[src/rtl/nibble_mux_arbiter_if.sv]
// rtl/nibble_mux_arbiter_if.sv - request/nibble bus shared by the two requesters and the arbiter
interface nibble_mux_arbiter_if;
    logic       req0;
    logic       req1;
    logic [3:0] I0;
    logic [3:0] I1;
    logic       S;
    logic       grant0;
    logic       grant1;
    logic [3:0] O;
    logic       O_valid;
    logic       ack0;
    logic       ack1;

    modport master (
        output req0, req1, I0, I1,
        input  S, grant0, grant1, O, O_valid, ack0, ack1
    );

    modport slave (
        input  req0, req1, I0, I1,
        output S, grant0, grant1, O, O_valid, ack0, ack1
    );
endinterface

[src/rtl/nibble_mux_arbiter.sv]
// rtl/nibble_mux_arbiter.sv - round-robin arbiter for the shared 2:1 nibble mux
// Each grant is held HOLD_CYCLES cycles; O is captured once at grant time and frozen.
module nibble_mux_arbiter #(
    parameter int HOLD_W      = 8,
    parameter int HOLD_CYCLES = 4
) (
    input  logic                 clk,
    input  logic                 rst_n,
    nibble_mux_arbiter_if.slave  bus
);

    typedef enum logic {IDLE = 1'b0, SERVE = 1'b1} state_t;

    localparam logic [HOLD_W-1:0] RELOAD = HOLD_W'(HOLD_CYCLES - 1);

    generate
        if (HOLD_CYCLES < 1 || HOLD_CYCLES > (2 ** HOLD_W) - 1) begin : g_bad_hold
            $error("nibble_mux_arbiter: HOLD_CYCLES out of range 1..2^HOLD_W-1");
        end
    endgenerate

    state_t            state_q, state_d;
    logic              sel_q, sel_d;
    logic [3:0]        o_q, o_d;
    logic [HOLD_W-1:0] cnt_q, cnt_d;
    logic              last_q, last_d;

    logic              req_cur;
    logic              take;
    logic [1:0]        win;

    // Returns {pick_valid, pick}; on a tie the requester not served last wins.
    function automatic logic [1:0] arbitrate(input logic e0, input logic e1, input logic last);
        return {e0 | e1, (e0 & e1) ? ~last : e1};
    endfunction

    always_ff @(posedge clk or negedge rst_n) begin
        if (!rst_n) begin
            state_q <= IDLE;
            sel_q   <= 1'b0;
            o_q     <= 4'h0;
            cnt_q   <= '0;
            last_q  <= 1'b1;
        end else begin
            state_q <= state_d;
            sel_q   <= sel_d;
            o_q     <= o_d;
            cnt_q   <= cnt_d;
            last_q  <= last_d;
        end
    end

    always_comb begin
        state_d = state_q;
        sel_d   = sel_q;
        o_d     = o_q;
        cnt_d   = cnt_q;
        last_d  = last_q;
        take    = 1'b0;
        win     = 2'b00;
        req_cur = sel_q ? bus.req1 : bus.req0;

        unique case (state_q)
            IDLE: begin
                win  = arbitrate(bus.req0, bus.req1, last_q);
                take = win[1];
            end
            SERVE: begin
                if (!req_cur) begin
                    state_d = IDLE;
                end else if (cnt_q == '0) begin
                    // End of service: the served requester is masked out of re-arbitration.
                    win  = arbitrate(bus.req0 & sel_q, bus.req1 & ~sel_q, last_q);
                    take = win[1];
                    if (!win[1]) begin
                        state_d = IDLE;
                    end
                end else begin
                    cnt_d = cnt_q - 1'b1;
                end
            end
            default: state_d = IDLE;
        endcase

        if (take) begin
            state_d = SERVE;
            sel_d   = win[0];
            o_d     = win[0] ? bus.I1 : bus.I0;
            cnt_d   = RELOAD;
            last_d  = win[0];
        end
    end

    always_comb begin
        bus.S       = sel_q;
        bus.O       = o_q;
        bus.O_valid = (state_q == SERVE);
        bus.grant0  = (state_q == SERVE) & ~sel_q;
        bus.grant1  = (state_q == SERVE) &  sel_q;
        bus.ack0    = (state_q == SERVE) & ~sel_q & (cnt_q == '0) & bus.req0;
        bus.ack1    = (state_q == SERVE) &  sel_q & (cnt_q == '0) & bus.req1;
    end

endmodule

[src/flat_wrapper.sv]
// flat-port wrapper written by rule: the top's interface ports become plain ports
module nibble_mux_arbiter_flat 
#(
    parameter int HOLD_W      = 8,
    parameter int HOLD_CYCLES = 4
)
  (clk, rst_n, bus_req0, bus_req1, bus_I0, bus_I1, bus_S, bus_grant0, bus_grant1, bus_O, bus_O_valid, bus_ack0, bus_ack1);
  nibble_mux_arbiter_if bus_i ();
  input  logic clk;
  input  logic rst_n;
  input wire logic [$bits(bus_i.req0)-1:0] bus_req0;
  input wire logic [$bits(bus_i.req1)-1:0] bus_req1;
  input wire logic [$bits(bus_i.I0)-1:0] bus_I0;
  input wire logic [$bits(bus_i.I1)-1:0] bus_I1;
  output wire logic [$bits(bus_i.S)-1:0] bus_S;
  output wire logic [$bits(bus_i.grant0)-1:0] bus_grant0;
  output wire logic [$bits(bus_i.grant1)-1:0] bus_grant1;
  output wire logic [$bits(bus_i.O)-1:0] bus_O;
  output wire logic [$bits(bus_i.O_valid)-1:0] bus_O_valid;
  output wire logic [$bits(bus_i.ack0)-1:0] bus_ack0;
  output wire logic [$bits(bus_i.ack1)-1:0] bus_ack1;
  assign bus_i.req0 = bus_req0;
  assign bus_i.req1 = bus_req1;
  assign bus_i.I0 = bus_I0;
  assign bus_i.I1 = bus_I1;
  assign bus_S = bus_i.S;
  assign bus_grant0 = bus_i.grant0;
  assign bus_grant1 = bus_i.grant1;
  assign bus_O = bus_i.O;
  assign bus_O_valid = bus_i.O_valid;
  assign bus_ack0 = bus_i.ack0;
  assign bus_ack1 = bus_i.ack1;
  nibble_mux_arbiter #(.HOLD_W(HOLD_W), .HOLD_CYCLES(HOLD_CYCLES)) u_core (.clk(clk), .rst_n(rst_n), .bus(bus_i));
endmodule
[config.mk]
export PLATFORM = sky130hd
export DESIGN_NAME = nibble_mux_arbiter_flat
export DESIGN_NICKNAME = d
export VERILOG_FILES = /design/src/rtl/nibble_mux_arbiter_if.sv /design/src/rtl/nibble_mux_arbiter.sv /design/src/flat_wrapper.sv
export SDC_FILE = /design/constraint.sdc
export NUM_CORES = 1
export LEC_CHECK = 0
export BUFFER_PORTS_ARGS = -buffer_cell sky130_fd_sc_hd__buf_2
export CAP_MARGIN = 20
export CORE_AREA = 2 2 60 62
export CTS_CLUSTER_SIZE = 16
export DETAILED_ROUTE_END_ITERATION = 16
export DIE_AREA = 0 0 62 64
export SLEW_MARGIN = 20
export SYNTH_ARGS = -nofsm -noshare
export SYNTH_HDL_FRONTEND = slang
export SYNTH_SLANG_ARGS = --single-unit
[constraint.sdc]
create_clock -name clk -period 3.1 [get_ports clk]
set_input_delay 0.465 -clock clk [delete_from_list [all_inputs] [get_ports clk]]
set_output_delay 0.465 -clock clk [all_outputs]
set_load 0.02 [all_outputs]
==> results.py <==
metrics = {
    "outcome": {
        "status": "complete, no violations",
    },
    "logic_synthesis": {
        "avgSynthCellArea_sq_um": 9.95,
        "synth_seq_cells": 15,
        "synth_area_leaders": "dfrtp_1, mux2i_1, nand3_1",
        "ys_warn_count": 0,
        "syn_area_sq_um": 975,
        "synth_cells": 98,
        "yosysTopAreaCellShare_pct": 35.9,
        "ys_seq_area_share_pct": 38.6,
        "synth-edff-count": 0,
        "synth.distinct_cells": 43,
        "synth_area_leader_cell": "dfrtp_1",
        "async_flop_share_pct": 100,
        "synth-main-ff-cell": "dfrtp_1",
        "syn_nets": 111,
    },
    "setup_path": {
        "critPathArrivalTime_ps": 2030,
        "slowest_stage": "or4_1",
        "path_cells": "or4_1 > nor4_1 > buf_2",
        "end_kind": "primary output",
        "rr_startpoint": "u_core.cnt_q[0]$_DFFE_PN0P_",
        "rr_worst_depth": 6,
        "cpPeakStageDelay_ps": 730,
        "crit_required_ps": 2630,
        "ff2ff_setup_slack_ps": 1080,
        "critical_path_class": "reg2out",
        "cp-start-kind": "flop",
        "crit_fanout": 7,
        "reg2reg_to": "u_core.cnt_q[1]$_DFFE_PN0P_",
    },
    "timing": {
        "skew_ps": 7.53,
        "holdWs_ps": 69.6,
        "hold_viol_final": 0,
        "period_minus_slack_ps": 2500,
        "period_share_pct": 80.6,
        "slew_headroom_pct": 64.8,
        "fin_tns_setup_ps": 0,
        "worst_pin_slew_ps": 522,
        "setup_viol": 0,
        "drv_slew": 0,
        "grt_setup_unrepaired": "no",
        "fmax_mhz": 400,
    },
    "detailed_routing": {
        "antenna_left": 0,
        "wire_per_inst_microns": 14.8,
        "drt-total-wl_mm": 2.45,
        "vias": 905,
        "drt-initial-drc-count": 34,
        "firstDrtPassIters": 4,
        "routed_via_density": 5.45,
        "post-route-drc-count": 0,
    },
    "clocking": {
        "cts_resized": 0,
        "path_clk_slew_ps": 100,
        "root_buffer": "clkbuf_4",
        "clk_latency_ps": 290,
        "clockBufferDepth": 2,
        "cts-buffers-inserted": 3,
        "htreeDepth": 1,
        "postCtsSetupBuffers": 0,
        "cts_hold_buf": 0,
        "tritoncts": "yes",
        "cts_sinks": 15,
    },
    "final_layout": {
        "final_core_util_pct": 34.8,
        "area_growth_pct": 17.2,
        "num-fill-cells": 352,
        "final_cell_mix": "buf_2, dfrtp_1, nand3_1",
        "antennaDiodeCount": 0,
        "drive_above_1_share_pct": 33.3,
        "final_nets": 134,
        "final_common_cell": "buf_2",
    },
    "pwr": {
        "ir_drop_mv": 0.375,
        "power_w": 0.00108,
        "p_per_area_mw_per_mm2": 948,
        "static-leakage-power_nw": 0.499,
    },
    "grt": {
        "grt_pass1_vias": 839,
        "grt_pass1_wl_mm": 3.94,
        "grt_antenna_before_repair": 0,
        "grt_max_degree": 16,
        "grt_use_total_pct": 13.1,
        "grt_overflow": 0,
    },
    "min_path": {
        "hold_path_class": "in2async",
    },
    "die": {
        "die_x_microns": 62,
        "core_area_sq_mm": 0.00328,
        "start_util_pct": 29.7,
        "ios": 22,
        "die_h_microns": 64,
        "row_count": 21,
        "dieArea_sq_mm": 0.00397,
    },
    "flow_run": {
        "maxCapViolCount": 0,
    },
    "placement": {
        "place.gp.congestion": 0.809,
        "place_hpwl_mm": 1.80,
        "io_buffers": 21,
    },
}
how the worst max path moves through the flow:
stage	to	slack, ps	startpoint	cells past startpoint
after floorplan	bus_ack0	820	u_core.cnt_q[0]$_DFFE_PN0P_	4
after global placement	bus_ack0	1000	u_core.cnt_q[3]$_DFFE_PN0P_	3
after detailed placement	bus_ack0	950	u_core.cnt_q[3]$_DFFE_PN0P_	3
after CTS	bus_ack0	620	u_core.cnt_q[3]$_DFFE_PN0P_	3
after global routing	bus_ack0	530	u_core.cnt_q[3]$_DFFE_PN0P_	3
final	bus_ack0	600	u_core.cnt_q[3]$_DFFE_PN0P_	3
sequential cells by signal (all words and copies together) (netlist names):
name / flops
u_core.bus.O_valid: 1
u_core.cnt_q: 8
u_core.last_q: 1
u_core.bus.O: 4
u_core.bus.S: 1
report_power, final:
group | switching (W) | internal (W)
logic | 0.000349 | 0.000251
registers | 0.0000838 | 0.000286
clock network | 0.0000650 | 0.0000480
critical path, delay by kind of cell, from the launching register on:
family | cells | cell delay, ps
flops | 1 | 450
simple gates | 2 | 1070
buf+inv | 1 | 220
layer usage:
metal | GRT usage, % | vias to the layer above | share of wire, %
met4 | 7.71 | 0 | 2.0
met5 | 0 | - | 0
li1 | - | 422 | -
met3 | 1.21 | 4 | 5.1
met1 | 18.0 | 445 | 44
met2 | 19.5 | 34 | 49
cell families after synthesis:
group / after synthesis / synth area share, %
compound gates: 25 / 20.5
simple gates: 42 / 26.4
flops: 15 / 38.6
fa+ha+maj: 1 / 1.28
mux: 8 / 8.86
buf+inv: 7 / 4.24
cells in the mapped netlist, types with 2 or more instances:
cell and instances:
clkbuf_1 2, nand2_1 2, nand2b_1 2, dfrtp_1 14
a31o_1 2, nor3_1 6, inv_1 3, a21oi_1 3
buf_6 2, nor4_1 2, o21ai_1 4, nand4_1 4
or3_1 5, a31oi_1 4, nand3_1 8, o21ai_0 2
mux2i_1 6, a211oi_1 2
stage by stage:
step / worst slack (ps) / std cells / area, sq um
final: 603 / 166 / 1140
after global routing: 526 / 166 / 1140
after CTS: 616 / 166 / 1140
after detailed placement: 953 / 162 / 1110
after global placement: 995 / 162 / 1110
after floorplan: 824 / 98 / 975
final cells by class:
type | count | area (sq um) | area share, %
multi-input combinational | 76 | 557 | 48.7
sequential | 15 | 377 | 33.0
timing repair buffer | 22 | 113 | 9.86
tap | 46 | 57.6 | 5.04
clock inverter | 1 | 5.00 | 0.438
clock buffer | 3 | 22.5 | 1.97
inverter | 3 | 11.3 | 0.986
Note: power is estimated with default switching activity, not from simulation.
